`src/rtl/chunked_addsub.sv`:
```
// Multi-cycle adder/subtractor: processes WIDTH-bit operands CHUNK bits per
// clock, LSB chunk first, carrying between chunks through a register so the
// combinational carry chain is only CHUNK bits long. Valid/ready on both sides,
// one operation in flight at a time.
module chunked_addsub #(
  parameter int WIDTH = 16,
  parameter int CHUNK = 4
) (
  input  logic             clk,
  input  logic             rst_n,
  input  logic             in_valid,
  output logic             in_ready,
  input  logic [WIDTH-1:0] a,
  input  logic [WIDTH-1:0] b,
  input  logic             cin,
  input  logic             sub,
  output logic             out_valid,
  input  logic             out_ready,
  output logic [WIDTH-1:0] sum,
  output logic             cout,
  output logic             ovf,
  output logic             zero
);

  localparam int NCHUNK = WIDTH / CHUNK;
  localparam int CW     = (NCHUNK > 1) ? $clog2(NCHUNK) : 1;
  localparam int IW     = (WIDTH > 1) ? $clog2(WIDTH) : 1;

  if (WIDTH < 1 || CHUNK < 1 || (WIDTH % CHUNK) != 0) begin : g_param_check
    $error("chunked_addsub: WIDTH must be >= 1 and an exact multiple of CHUNK");
  end

  typedef enum logic [1:0] {
    IDLE,
    RUN,
    DONE
  } state_e;

  state_e           state_q, state_d;
  logic [CW-1:0]    cnt_q, cnt_d;
  logic             carry_q, carry_d;
  logic [WIDTH-1:0] opA_q, opA_d;
  logic [WIDTH-1:0] opB_q, opB_d;
  logic [WIDTH-1:0] sum_q, sum_d;
  logic             cout_q, cout_d;
  logic             ovf_q, ovf_d;
  logic             zero_q, zero_d;

  logic [IW-1:0]    bitBase;
  logic [CHUNK-1:0] chunkA;
  logic [CHUNK-1:0] chunkB;
  logic [CHUNK:0]   chunkSum;
  logic             msbCarryIn;
  logic             lastChunk;

  // Slice out the current chunk and add it; the carry into the top bit of the
  // chunk is recovered from sum ^ a ^ b, which also works when CHUNK is 1.
  always_comb begin
    bitBase    = IW'(cnt_q * CHUNK);
    chunkA     = opA_q[bitBase +: CHUNK];
    chunkB     = opB_q[bitBase +: CHUNK];
    chunkSum   = {1'b0, chunkA} + {1'b0, chunkB} + {{CHUNK{1'b0}}, carry_q};
    msbCarryIn = chunkSum[CHUNK-1] ^ chunkA[CHUNK-1] ^ chunkB[CHUNK-1];
    lastChunk  = (cnt_q == CW'(NCHUNK - 1));
  end

  // Next-state logic: accept in IDLE, one chunk per cycle in RUN, hold in DONE.
  always_comb begin
    state_d = state_q;
    cnt_d   = cnt_q;
    carry_d = carry_q;
    opA_d   = opA_q;
    opB_d   = opB_q;
    sum_d   = sum_q;
    cout_d  = cout_q;
    ovf_d   = ovf_q;
    zero_d  = zero_q;
    unique case (state_q)
      IDLE: begin
        if (in_valid) begin
          state_d = RUN;
          opA_d   = a;
          opB_d   = sub ? ~b : b;
          carry_d = cin ^ sub;
          cnt_d   = '0;
          sum_d   = '0;
        end
      end
      RUN: begin
        sum_d[bitBase +: CHUNK] = chunkSum[CHUNK-1:0];
        carry_d = chunkSum[CHUNK];
        cnt_d   = cnt_q + CW'(1);
        if (lastChunk) begin
          state_d = DONE;
          cnt_d   = '0;
          cout_d  = chunkSum[CHUNK];
          ovf_d   = msbCarryIn ^ chunkSum[CHUNK];
          zero_d  = (sum_d == '0);
        end
      end
      DONE: begin
        if (out_ready) begin
          state_d = IDLE;
        end
      end
      default: state_d = IDLE;
    endcase
  end

  // State and datapath registers; reset aborts any operation in progress.
  always_ff @(posedge clk or negedge rst_n) begin
    if (!rst_n) begin
      state_q <= IDLE;
      cnt_q   <= '0;
      carry_q <= 1'b0;
      opA_q   <= '0;
      opB_q   <= '0;
      sum_q   <= '0;
      cout_q  <= 1'b0;
      ovf_q   <= 1'b0;
      zero_q  <= 1'b0;
    end else begin
      state_q <= state_d;
      cnt_q   <= cnt_d;
      carry_q <= carry_d;
      opA_q   <= opA_d;
      opB_q   <= opB_d;
      sum_q   <= sum_d;
      cout_q  <= cout_d;
      ovf_q   <= ovf_d;
      zero_q  <= zero_d;
    end
  end

  assign in_ready  = (state_q == IDLE);
  assign out_valid = (state_q == DONE);
  assign sum       = sum_q;
  assign cout      = cout_q;
  assign ovf       = ovf_q;
  assign zero      = zero_q;

endmodule

```
`config.mk`:
```
export PLATFORM = sky130hd
export DESIGN_NAME = chunked_addsub
export DESIGN_NICKNAME = d
export VERILOG_FILES = /design/src/rtl/chunked_addsub.sv
export SDC_FILE = /design/constraint.sdc
export NUM_CORES = 1
export LEC_CHECK = 0
export CORE_UTILIZATION = 30
export CTS_BUF_LIST = sky130_fd_sc_hd__clkbuf_4 sky130_fd_sc_hd__clkbuf_8 sky130_fd_sc_hd__clkbuf_16
export DETAILED_ROUTE_END_ITERATION = 10
export PLACE_DENSITY_LB_ADDON = 0.25
export SETUP_SLACK_MARGIN = 0.3
export SYNTH_ARGS = -nofsm -noshare
export SYNTH_HDL_FRONTEND = slang
export SYNTH_SLANG_ARGS = --single-unit
```
`constraint.sdc`:
```
create_clock -name clk -period 8.3 [get_ports clk]
set_input_delay 1.66 -clock clk [delete_from_list [all_inputs] [get_ports clk]]
set_output_delay 1.66 -clock clk [all_outputs]
set_load 0.05 [all_outputs]
```
; After elaboration in Yosys (flattened, before gate mapping)
; Cells that the tools add are included.
[word_totals]
mem_bits_ro = 0
inputBits = 38
out_inout_bits = 21
latchBits = 0
reg_bits = 56
memories = 0
ramBits = 0
wordCells = 48
[op_classes]
n_lt_le_gt_ge = 0
reduce_logical = 7
muxes = 13
n_bitwise = 5
eq_ne = 6
multipliers = 0
n_addsub = 4
shifts = 4
div = 0
[op_table]
columns = operator, n
row1 = 16-bit two-way mux, 2
row2 = 16-bit case mux with 2 select lines, 1
row3 = 16-bit by 5-bit variable part select with 4-bit output, 2
row4 = 16-bit bitwise mux, 1
row5 = 16-bit zero test, 1
row6 = 16-bit inverter, 1
row7 = 4-bit by 6-bit variable shift with 16-bit output (first input constant), 1
row8 = 4-bit by 6-bit variable part select with 16-bit output, 1
row9 = 2-bit two-way mux, 5
row10 = 4-bit negation with 6-bit output, 1
row11 = 2-bit case mux with 3 select lines, 1
row12 = 2-bit AND reduction, 3
row13 = 4-bit by 4-bit adder with 5-bit output, 1
row14 = 5-bit by 1-bit adder with 5-bit output, 1
row15 = 2-bit == test (second input constant), 2
row16 = 2-bit != test (second input constant), 2
row17 = 2-bit case mux with 2 select lines, 1
row18 = 1-bit XOR, 4
row19 = 3-bit AND reduction, 1
row20 = 2-bit by 1-bit adder with 2-bit output (second input constant), 1
row21 = 2-bit by 1-bit == test with 1-bit output (second input constant), 1
row22 = 2-bit zero test, 1
row23 = 2-bit by 1-bit != test with 1-bit output (second input constant), 1
row24 = 1-bit case mux with 2 select lines, 1
row25 = 2 further kinds, 2

; Depth between registers and ports, before layout
[depth]
word_depth = 6
depth_mapped = 11
depth_no_buf = 9

; Least setup slack after synthesis
; Ideal clock, no wire load.
[synth_timing]
path_kind = register to register
start = register cnt_q[0]
end = register ovf_q, in the netlist ovf
path_slack_ps = 5011
n_path_buf = 2
arrival_time_ps = 3160
setup_time_ps = 129
path_stages_with_launch = 12
required_time_ps = 8171
period_less_slack_ps = 3289
cell_sequence = dfrtp_1 buf_6 clkbuf_1 mux4_2 fa_1 inv_1 fa_1 nor2b_1 o21ai_0 nor3b_1 nor4_1 a2111o_1
[synth_via]
elab_chain_cells = 6
word_cells_on_any_way = 9
classes_between = add/sub (2) / eq/ne (1) / shift (2) / bitwise (3) / reduce/logical (1)
[synth_rtl]
columns = element, line
row1 = "start, declared", 40  ; logic [CW-1:0] cnt_q, cnt_d;
row2 = "start signal, assigned", 124  ; cnt_q <= cnt_d;
row3 = 16-bit by 5-bit variable part select with 4-bit output (on tied branches), "60, 61"
row4 = 4-bit by 4-bit adder with 5-bit output, 62  ; chunkSum = {1'b0, chunkA} + {1'b0, chunkB} + {{CHUNK{1'b0}}, carry_q};
row5 = 5-bit by 1-bit adder with 5-bit output, 62
row6 = 1-bit XOR (2 in series), 63  ; msbCarryIn = chunkSum[CHUNK-1] ^ chunkA[CHUNK-1] ^ chunkB[CHUNK-1];
row7 = 1-bit XOR, 97  ; ovf_d = msbCarryIn ^ chunkSum[CHUNK];
row8 = "end signal, assigned", 130  ; ovf_q <= ovf_d;
row9 = "end, declared", 46  ; logic ovf_q, ovf_d;
; Several ways; a longest one is shown, not always the timed one.
; A chain may end at the register's enable or synchronous reset.

; Worst setup path after layout
; Ends and elaborated chain as after synthesis.

==> impl_summary.txt <==
----------------------------------------------------
[STA]
  Setup repair after global routing missed its margin ... false
  Final worst clock skew ... 0.01043 ns
  Setup Total Neg Slack ... 0 ns
  Measured slew at the worst slew-check pin ... between 0.8 and 0.9 ns
  Setup violators final ... 0
  Minimum period implied by the final worst setup slack ... 3.608 ns
  Smallest hold slack ... 0.4801 ns
  Final period util ... 0.4347
  Pins over their slew limit ... 0
  Top achievable clock speed ... about 280 MHz
  Fin. Hold Viols ... 0
  Remaining max-slew budget at the tightest pin ... 0.4036

[Synthesis]
  Multiplexer fraction of the synthesized cell area ... 0.06156
  Simple-gate portion of the synthesized area ... 0.1847
  Share of the synthesized area in compound gates (AO/OA/AOI/OAI) ... 0.1403
  Yosys warnings ... 0
  Syn Std Cell Area ... 2988 um2
  Arithmetic-cell share of the synthesized area counting full adders, half adders and majority gates ... 0.05109
  Synth Net Count ... 356
  Xor/xnor share of the synthesized area ... 0.05570
  Register bit count reported by yosys ... 56
  Proportion of register bits with asynchronous set or reset after synthesis ... 1.000
  Count of cell types in the netlist ... 50
  Most common flop cell mapped by yosys ... sky130_fd_sc_hd__dfrtp_1
  Register area share after synthesis ... 0.4690
  Dominant combinational cell family by area after synthesis ... simple AND/OR/NAND/NOR gates
  Post-Syn Instances ... 307
  Number of synthesized flops with an enable pin ... 0
  Mean cell area of the mapped netlist ... 9.732 um2

[Worst setup path]
  Class of the most critical setup path ... reg -> reg
  Maximum net fanout on the critical path ... 22
  Startpoint class of the critical path ... flip-flop
  Required time of the critical path ... 8.50 ns
  Maximum cell stage delay along the critical path ... 0.94 ns
  Critical path data arrival time ... 3.81 ns
  Cell type with the highest occurrence count on the critical path ... sky130_fd_sc_hd__fa_1
  Cell breakdown of the critical path ... mux4_2 -> fa_1 -> inv_1 -> fa_1 -> nor2b_1 -> o21ai_0 -> nor3b_1 -> nor4_1 -> a2111o_1
  Cell with the largest stage delay on the worst path ... sky130_fd_sc_hd__dfrtp_1
  Endpoint kind of the worst setup timing path ... flip-flop

[Clocking]
  CTS root buf ... sky130_fd_sc_hd__clkbuf_8
  Worst-skew pair later-pin latency ... between 0.3 and 0.4 ns
  Worst-case clock buffer depth ... 2
  Num Clock Sinks ... 56
  Number of CTS-inserted buffers ... 5
  TritonCTS clock tree ... yes
  Number of hold buffers added after CTS ... 0
  Clock transition at path regs ... roughly 0.11 ns
  CTS H-tree lvls ... 2
  Number of gates resized after CTS ... 0
  Setup Fix Bufs, Post-CTS ... 0

[Cells and area]
  Total non-filler cell area in the finished layout ... 3767 um2
  Area added between synthesis and finish ... 26.09%
  Register area ... 1401 um2
  Filler cell count ... about 1.0k
  Number of cells in the finished layout apart from fillers ... 491
  Number of diodes ... 0
  Commonest cells after routing, fill and taps aside ... 73 x sky130_fd_sc_hd__nand2_1, 57 x sky130_fd_sc_hd__clkdlybuf4s50_1, 56 x sky130_fd_sc_hd__dfrtp_1
  Share of final-layout standard cells stronger than drive strength 1 ... 0.05307
  Final net count ... 406
  Final Core Density ... 0.3872
  Area used by multi-input combinational logic ... 1474 um2
  Most common library cell in the layout ignoring fill and taps ... sky130_fd_sc_hd__nand2_1

[Global routing]
  Routing usage on met2 ... 0.2282
  Busiest layer in global routing ... met2
  Total grt overflow ... 0
  Global-route track usage on met1 ... 0.1855
  Antenna violations before repair ... 0
  Overall Global Routing Usage ... 0.1395
  Maximum number of pins on one net before global-route repair ... 57
  Global-route track usage on met3 ... 0.02484
  Number of global-route vias before repair ... about 2.3k
  Wire length of the first global-routing pass ... between 10 and 15 mm

[Power and ir drop]
  Total leakage power ... between 1.5 and 2 nW
  Switching power share of the total ... 0.4883
  Clock power share ... 0.097
  Total power per unit cell area ... 441.9 nW/um2
  Part of the power in combinational logic ... 0.604
  Sw Pwr ... 0.0008129 W
  Internal Dissipation ... 0.0008518 W
  Peak VDD IR ... 0.1532 mV
  Sequential power share ... 0.300

[Place]
  Global placement routability congestion ... 0.8837
  Placed standard-cell area ... 3670 um2
  IO Port Bufs ... 58
  Detail Placement HPWL ... 4.900 mm
  Count of placed standard cells including taps ... around 480

[Die]
  Number of placement rows ... 36
  DIE AREA ... a little over 10000 um2
  Chip Width ... 101.8 um
  Total core area ... between 9000 and 10000 um2
  Number of primary I/O pins ... 59
  Die H ... 101.8 um
  Starting density of the core ... 0.3071

[Hold path]
  Hold crit path type ... reg -> reg

[Routing]
  DRT antenna net count ... 0
  Router iterations before antenna repair ... 4
  Remaining design rule violation count ... 0
  Mean number of vias per cell ... 4.758
  Routed Wire Length ... 6.721 mm
  Number of design-rule violations left by the first detailed-router iteration ... 108
  Via count ... roughly 2.3k
  DR WL/cell ... 13.69 um

[Outcome]
  Outcome ... complete, no violations

[Flow run]
  Max_cap viols ... 0

----------------------------------------------------
final timing paths:
path	cells past startpoint	slack [ns]	end	from
setup / recovery	9	4.69	ovf	cnt_q[0]
hold / removal	2	0.48	opA_q[1]	opA_q[1]
setup reg to reg	9	4.69	ovf	cnt_q[0]
hold reg to reg	2	0.48	opA_q[1]	opA_q[1]
max in group asynchronous	2	6.33	opA_q[3]	rst_n
min in group asynchronous	2	1.48	sum[12]	rst_n
cells by family (layout without fill, tap and decap cells):
family          Yosys count  count (layout)
simple gates            122             122
compound gates           64              64
flops                    56              56
buf+inv                  27              78
xor+xnor                 19              19
fa+ha+maj                11              11
mux                       8               8
per-stage QoR:
step,total power [W],setup WS [ns]
after floorplan,0.001216,5.011
after global placement,0.001493,4.844
after detailed placement,0.001510,4.695
after CTS,0.001673,4.684
after global routing,0.001795,4.349
final,0.001665,4.692
layer usage:
layer / routed length (um) / up-vias
li1: - / 1158
met1: 3228 / 1103
met2: 3071 / 67
met3: 285 / 8
met4: 136 / 0
met5: 0 / -
cell type report:
cell class                 count  share of cell area
clock buffer                   7             0.02391
clock inverter                 1            0.001993
inverter                      10            0.009963
multi-input combinational    224              0.3912
sequential                    56              0.3720
tap                          133             0.04417
timing repair buffer          60              0.1568
cells in the mapped netlist, types with 2 or more instances:
| master | n | area share |
|---|---|---|
| sky130_fd_sc_hd__nand2_1 | 73 | 0.092 |
| sky130_fd_sc_hd__dfrtp_1 | 56 | 0.47 |
| sky130_fd_sc_hd__o21ai_0 | 32 | 0.054 |
| sky130_fd_sc_hd__xnor2_1 | 17 | 0.050 |
| sky130_fd_sc_hd__nor2_1 | 13 | 0.016 |
| sky130_fd_sc_hd__clkbuf_1 | 11 | 0.014 |
| sky130_fd_sc_hd__inv_1 | 10 | 0.013 |
| sky130_fd_sc_hd__ha_1 | 9 | 0.038 |
| sky130_fd_sc_hd__nand3_1 | 8 | 0.013 |
| sky130_fd_sc_hd__nor2b_1 | 8 | 0.017 |
| sky130_fd_sc_hd__mux4_2 | 7 | 0.053 |
| sky130_fd_sc_hd__a22o_1 | 5 | 0.015 |
| sky130_fd_sc_hd__a21oi_1 | 3 | 0.0050 |
| sky130_fd_sc_hd__a32o_1 | 3 | 0.010 |
| sky130_fd_sc_hd__buf_2 | 3 | 0.0050 |
| sky130_fd_sc_hd__nor3_1 | 3 | 0.0050 |
| sky130_fd_sc_hd__o2bb2ai_1 | 3 | 0.0088 |
| sky130_fd_sc_hd__a31oi_1 | 2 | 0.0042 |
| sky130_fd_sc_hd__a41oi_1 | 2 | 0.0059 |
| sky130_fd_sc_hd__and2_1 | 2 | 0.0042 |
| sky130_fd_sc_hd__buf_1 | 2 | 0.0025 |
| sky130_fd_sc_hd__fa_1 | 2 | 0.013 |
| sky130_fd_sc_hd__nand2b_1 | 2 | 0.0042 |
| sky130_fd_sc_hd__nand3b_1 | 2 | 0.0050 |
| sky130_fd_sc_hd__nor4_1 | 2 | 0.0042 |
| sky130_fd_sc_hd__o22ai_1 | 2 | 0.0042 |
| sky130_fd_sc_hd__xor2_1 | 2 | 0.0059 |
critical path, delay by kind of cell, from the launching register on:
family	cells	cell delay (ns)
flip-flops	1	0.94
AND/OR/NAND/NOR	3	0.58
buffers and inverters	1	0.09
AO/OA/AOI/OAI	2	0.60
adder cells (fa/ha/maj)	2	0.67
multiplexers	1	0.62
flip-flops by register name, summed over array words and instances (netlist names):
signal   cells
cout         1
ovf          1
sum         16
carry_q      1
zero         1
cnt_q        2
opA_q       16
state_q      2
opB_q       16
power by group through the flow:
stage | combinational (W) | sequential [W] | clock, W
floorplan | 0.000626 | 0.000590 | 0
global placement | 0.000987 | 0.000506 | 0
detailed placement | 0.00100 | 0.000508 | 0
CTS | 0.00101 | 0.000502 | 0.000166
global route | 0.00110 | 0.000519 | 0.000174
finish | 0.00100 | 0.000499 | 0.000161
Power figures use the tool's default switching activity.
